==> src/rtl/dmux_pkg.sv <==
`default_nettype none
// ============================================================================
//  Module      : dmux_pkg
//  Description : Shared types and helpers for the dmux_stream demultiplexer.
//                - slot_state_t : occupancy state of one output holding slot
//                - sel_w()      : channel-select width for a channel count
//  Revision    : 1.0  initial release
// ============================================================================
package dmux_pkg;

    // Occupancy of a single one-entry output slot.
    typedef enum logic [0:0] {
        EMPTY = 1'b0,
        FULL  = 1'b1
    } slot_state_t;

    // Number of select bits needed to address 'channels' outputs.
    function automatic int sel_w(input int channels);
        return $clog2(channels);
    endfunction

endpackage : dmux_pkg
`default_nettype wire

==> src/rtl/dmux_slot.sv <==
`default_nettype none
// ============================================================================
//  Module      : dmux_slot
//  Description : One-entry holding register for one output channel of the
//                stream demultiplexer.
//  Ports       : clk    - clock, rising edge
//                rst_n  - synchronous active-low reset (empties the slot)
//                load   - write din into the slot this cycle
//                drain  - consumer takes the held word this cycle
//                din    - word to store on load
//                dout   - currently held word
//                valid  - slot is FULL
//  Revision    : 1.0  initial release
// ============================================================================
module dmux_slot
    import dmux_pkg::*;
#(
    parameter int WIDTH = 16
) (
    input  logic             clk,
    input  logic             rst_n,
    input  logic             load,
    input  logic             drain,
    input  logic [WIDTH-1:0] din,
    output logic [WIDTH-1:0] dout,
    output logic             valid
);

    slot_state_t      r_state;
    slot_state_t      w_state_nxt;
    logic [WIDTH-1:0] r_data;

    // State register
    always_ff @(posedge clk) begin
        if (!rst_n) begin
            r_state <= EMPTY;
        end else begin
            r_state <= w_state_nxt;
        end
    end

    // Data register: only a load ever changes the stored word, so the word
    // stays stable while the consumer stalls.
    always_ff @(posedge clk) begin
        if (!rst_n) begin
            r_data <= '0;
        end else if (load) begin
            r_data <= din;
        end
    end

    // Next-state logic. A load while FULL is only ever issued together with a
    // drain (the top gates it), so load wins and the slot stays FULL with the
    // new word -- back-to-back streaming without a bubble.
    always_comb begin
        w_state_nxt = r_state;
        case (r_state)
            EMPTY: begin
                if (load) begin
                    w_state_nxt = FULL;
                end
            end
            FULL: begin
                if (drain && !load) begin
                    w_state_nxt = EMPTY;
                end
            end
            default: begin
                w_state_nxt = EMPTY;
            end
        endcase
    end

    assign valid = (r_state == FULL);
    assign dout  = r_data;

endmodule : dmux_slot
`default_nettype wire

==> src/rtl/dmux_stream.sv <==
`default_nettype none
// ============================================================================
//  Module      : dmux_stream
//  Description : Registered, flow-controlled 1-to-CHANNELS demultiplexer.
//                A word is routed to the slot named by in_sel, or to every
//                slot when in_bcast is set. Each output has its own one-entry
//                slot with valid/ready handshake; latency is one cycle.
//  Ports       : clk       - clock, rising edge
//                rst_n     - synchronous active-low reset
//                in_data   - word to route
//                in_sel    - target channel for a unicast
//                in_bcast  - deliver to all channels (in_sel ignored)
//                in_valid  - producer offers a word
//                in_ready  - word is accepted this cycle
//                out_data  - per-channel held word
//                out_valid - per-channel slot full
//                out_ready - per-channel consumer takes the word
//  Revision    : 1.0  initial release
// ============================================================================
module dmux_stream
    import dmux_pkg::*;
#(
    parameter int WIDTH    = 16,
    parameter int CHANNELS = 8,
    parameter int SEL_W    = sel_w(CHANNELS)
) (
    input  logic                             clk,
    input  logic                             rst_n,
    input  logic [WIDTH-1:0]                 in_data,
    input  logic [SEL_W-1:0]                 in_sel,
    input  logic                             in_bcast,
    input  logic                             in_valid,
    output logic                             in_ready,
    output logic [CHANNELS-1:0][WIDTH-1:0]   out_data,
    output logic [CHANNELS-1:0]              out_valid,
    input  logic [CHANNELS-1:0]              out_ready
);

    logic [CHANNELS-1:0] w_can_accept;
    logic [CHANNELS-1:0] w_load;
    logic [CHANNELS-1:0] w_drain;
    logic                w_xfer;

    // A slot can take a new word if it is empty or is being emptied this cycle.
    assign w_can_accept = ~out_valid | out_ready;

    // Broadcast is all-or-nothing: it waits until every slot can accept.
    // in_ready does not look at in_valid or in_data; it is forced low in reset.
    always_comb begin
        in_ready = 1'b0;
        if (rst_n) begin
            if (in_bcast) begin
                in_ready = &w_can_accept;
            end else begin
                in_ready = w_can_accept[in_sel];
            end
        end
    end

    assign w_xfer = in_valid && in_ready;

    generate
        for (genvar g = 0; g < CHANNELS; g++) begin : g_slot
            assign w_load[g]  = w_xfer && (in_bcast || (in_sel == SEL_W'(g)));
            assign w_drain[g] = out_valid[g] && out_ready[g];

            dmux_slot #(
                .WIDTH (WIDTH)
            ) u_slot (
                .clk   (clk),
                .rst_n (rst_n),
                .load  (w_load[g]),
                .drain (w_drain[g]),
                .din   (in_data),
                .dout  (out_data[g]),
                .valid (out_valid[g])
            );
        end
    endgenerate

endmodule : dmux_stream
`default_nettype wire

==> config.mk <==
export PLATFORM = sky130hd
export DESIGN_NAME = dmux_stream
export DESIGN_NICKNAME = d
export VERILOG_FILES = /design/src/rtl/dmux_pkg.sv /design/src/rtl/dmux_slot.sv /design/src/rtl/dmux_stream.sv
export SDC_FILE = /design/constraint.sdc
export NUM_CORES = 1
export LEC_CHECK = 0
export CAP_MARGIN = 20
export CORE_UTILIZATION = 45
export CTS_BUF_LIST = sky130_fd_sc_hd__clkbuf_4 sky130_fd_sc_hd__clkbuf_8 sky130_fd_sc_hd__clkbuf_16
export CTS_CLUSTER_SIZE = 28
export DETAILED_ROUTE_END_ITERATION = 10
export PLACE_DENSITY = 0.74
export REMOVE_ABC_BUFFERS = 1
export SYNTH_ARGS = -nofsm -noshare
export SYNTH_HDL_FRONTEND = slang
export SYNTH_HIERARCHICAL = 1
export SYNTH_SLANG_ARGS = --single-unit
==> constraint.sdc <==
create_clock -name clk -period 6.1 [get_ports clk]
set_input_delay 1.525 -clock clk [delete_from_list [all_inputs] [get_ports clk]]
set_output_delay 1.525 -clock clk [all_outputs]
set_load 0.1 [all_outputs]
==> impl_metrics.json <==
{
  "slew_violations": 0,
  "die_area_sq_um": 12900,
  "fillers": 1001,
  "worstPathMaxFanout": 13,
  "design_area_sq_um": 7890,
  "crit_arrival_ns": 3.54,
  "area_growth_pct": 40.9,
  "dr.pass1.iters": 5,
  "max-slew-margin-rel_pct": 29.4,
  "synth_area_per_cell_sq_um": 11.3,
  "nets": 689,
  "cts-buffers-inserted": 17,
  "static-leakage-power_nw": 2.64,
  "core_area_sq_um": 12100,
  "wire_per_inst_microns": 17.0,
  "finalCritPeriodShare_pct": 83.0,
  "via_count": 4131,
  "grt_max_degree": 82,
  "outcome": "completed",
  "ys_seq_area_share_pct": 48.7,
  "crit_path_end_kind": "output port",
  "min_path_type": "reg -> reg",
  "worst_pin_slew_ns": 1.06,
  "insertion_delay_ns": 0.42,
  "overflow": 0,
  "num_rows": 40,
  "start_kind": "input port",
  "synth_flop_cell": "dfxtp_1",
  "clk_pin_slew_ns": 0.05,
  "port_buffers": 167,
  "ctsHoldBuffers": 0,
  "ioPinCount": 168,
  "antenna_found_initial": 0,
  "cts_num_sinks": 136,
  "drc": 0,
  "dpl.cell_count": 807,
  "cts_resized": 0,
  "worstSetupPathType": "in -> out",
  "final.min_clock_period_ns": 5.06,
  "regArea_sq_um": 2720,
  "synth-seq-cells": 136,
  "rsz0062_at_grt": "false",
  "layout-drive-gt1-share_pct": 7.91,
  "clockBufferDepth": 2,
  "gp_congestion": 0.960,
  "hold_violations": 0,
  "skew_ns": 0.00468,
  "start_util_pct": 46.4,
  "setup_viol": 0,
  "grt_usage_pct": 23.0,
  "multiInputGateArea_sq_um": 2670,
  "ys_types": 32,
  "die_y_microns": 114,
  "routed_wl_microns": 14200,
  "drt_iter0_markers": 247,
  "cap_violations": 0,
  "cts_tree": "yes",
  "postCtsSetupRepairBufs": 0,
  "grt_pass1_vias": 4037,
  "max-vdd-ir-drop_mv": 0.170,
  "syn_inst": 493,
  "most-common-layout-cells": "165 x clkdlybuf4s50_1, 142 x nor2b_1, 136 x dfxtp_1",
  "ys_warn_count": 6,
  "p_per_area_nw_per_um2": 317,
  "root_buffer": "clkbuf_16",
  "layout_commonest_cell": "clkdlybuf4s50_1",
  "htreeDepth": 4,
  "place_area_sq_um": 7330,
  "n_antenna_cell": 0,
  "max_freq_mhz": 198,
  "final_cells": 838,
  "ant_nets": 0,
  "grt_pass1_wl_microns": 22200,
  "die_w_microns": 114,
  "netlist_area_sq_um": 5600,
  "synthArstFlopShare_pct": 0,
  "hpwlAfterDp_microns": 9340,
  "synth_edf_count": 0,
  "required_ns": 4.58,
  "viasPerCell": 4.93
}
## flip-flops by register name, summed over array words and instances, names as in the netlist
| register | flops |
|---|---|
| g_slot.u_slot/valid | 8 |
| g_slot.u_slot/dout | 128 |
## Yosys cell counts (2+ instances only)
cell / n / share of area, %
nor2b_1: 142 / 16
dfxtp_1: 136 / 49
mux2i_1: 128 / 23
a31oi_1: 13 / 1.5
buf_6: 9 / 1.8
and2_1: 8 / 0.89
buf_12: 8 / 2.9
clkbuf_1: 8 / 0.54
o21a_1: 8 / 1.1
a21oi_1: 3 / 0.27
nor2_1: 3 / 0.20
buf_2: 2 / 0.18
inv_1: 2 / 0.13
nand2_1: 2 / 0.13
nand2b_1: 2 / 0.22
nand3_1: 2 / 0.18
nor4bb_1: 2 / 0.36
## metrics by stage
| step | setup TNS [ns] | util (%) | worst slack (ns) | hold WS (ns) | power (W) |
|---|---|---|---|---|---|
| after floorplan | -0.786 | - | -0.786 | 0.982 | 0.00140 |
| after global placement | 0 | 60.8 | 1.09 | 0.494 | 0.00156 |
| after detailed placement | 0 | 60.8 | 0.934 | 0.501 | 0.00157 |
| after CTS | 0 | 65.4 | 1.11 | 0.518 | 0.00252 |
| after global routing | 0 | 65.4 | 0.829 | 0.537 | 0.00259 |
| final | 0 | 65.4 | 1.04 | 0.512 | 0.00250 |
## worst max-delay path, stage by stage
cell and delay [ns]:
clkdlybuf4s50_1 0.72, nor2_1 0.14, a2111oi_1 0.57, nand2_1 0.10
o311ai_0 0.12, buf_4 0.35
## metal layers
layer	up-vias	track usage [%]	wire length (microns)
met5	-	0	0
met4	0	8.95	271
met3	26	7.23	1000
met2	146	35.9	6280
met1	1956	29.5	6670
li1	2003	-	-
## final timing paths
check,from,to,slack (ns),depth (start not counted)
worst max register to register,g_slot[2].u_slot/valid$_SDFF_PN0_,g_slot[3].u_slot/dout[9]$_SDFFE_PN0P_,2.69,6
worst min-delay path,g_slot[4].u_slot/dout[8]$_SDFFE_PN0P_,g_slot[4].u_slot/dout[8]$_SDFFE_PN0P_,0.51,2
worst max-delay path,in_sel[1],in_ready,1.04,6
worst min register to register,g_slot[4].u_slot/dout[8]$_SDFFE_PN0P_,g_slot[4].u_slot/dout[8]$_SDFFE_PN0P_,0.51,2
## kinds of logic after synthesis
| logic type | after synthesis | share of synthesized area [%] |
|---|---|---|
| AOI/OAI and AO/OA | 29 | 3.62 |
| buffers and inverters | 31 | 5.72 |
| DFF | 136 | 48.7 |
| muxes | 128 | 22.9 |
| and+or+nand+nor | 169 | 19.1 |
## final cells by class
type,instances,share of cell area (%)
Timing Repair Buffer,174,21.8
Multi-Input combinational cell,326,33.9
Inverter,3,0.143
Clock buffer,21,6.01
Sequential cell,136,34.5
Clock inverter,10,0.984
Tap cell,168,2.67
## power by group
group | switching, W | internal, W | leakage (nW)
registers | 0.0000250 | 0.000931 | 1.10
clock network | 0.000363 | 0.000587 | 0.281
logic | 0.000430 | 0.000165 | 1.25
total | 0.000818 | 0.00168 | 2.64
No activity file was read; power rests on OpenSTA's default activity.
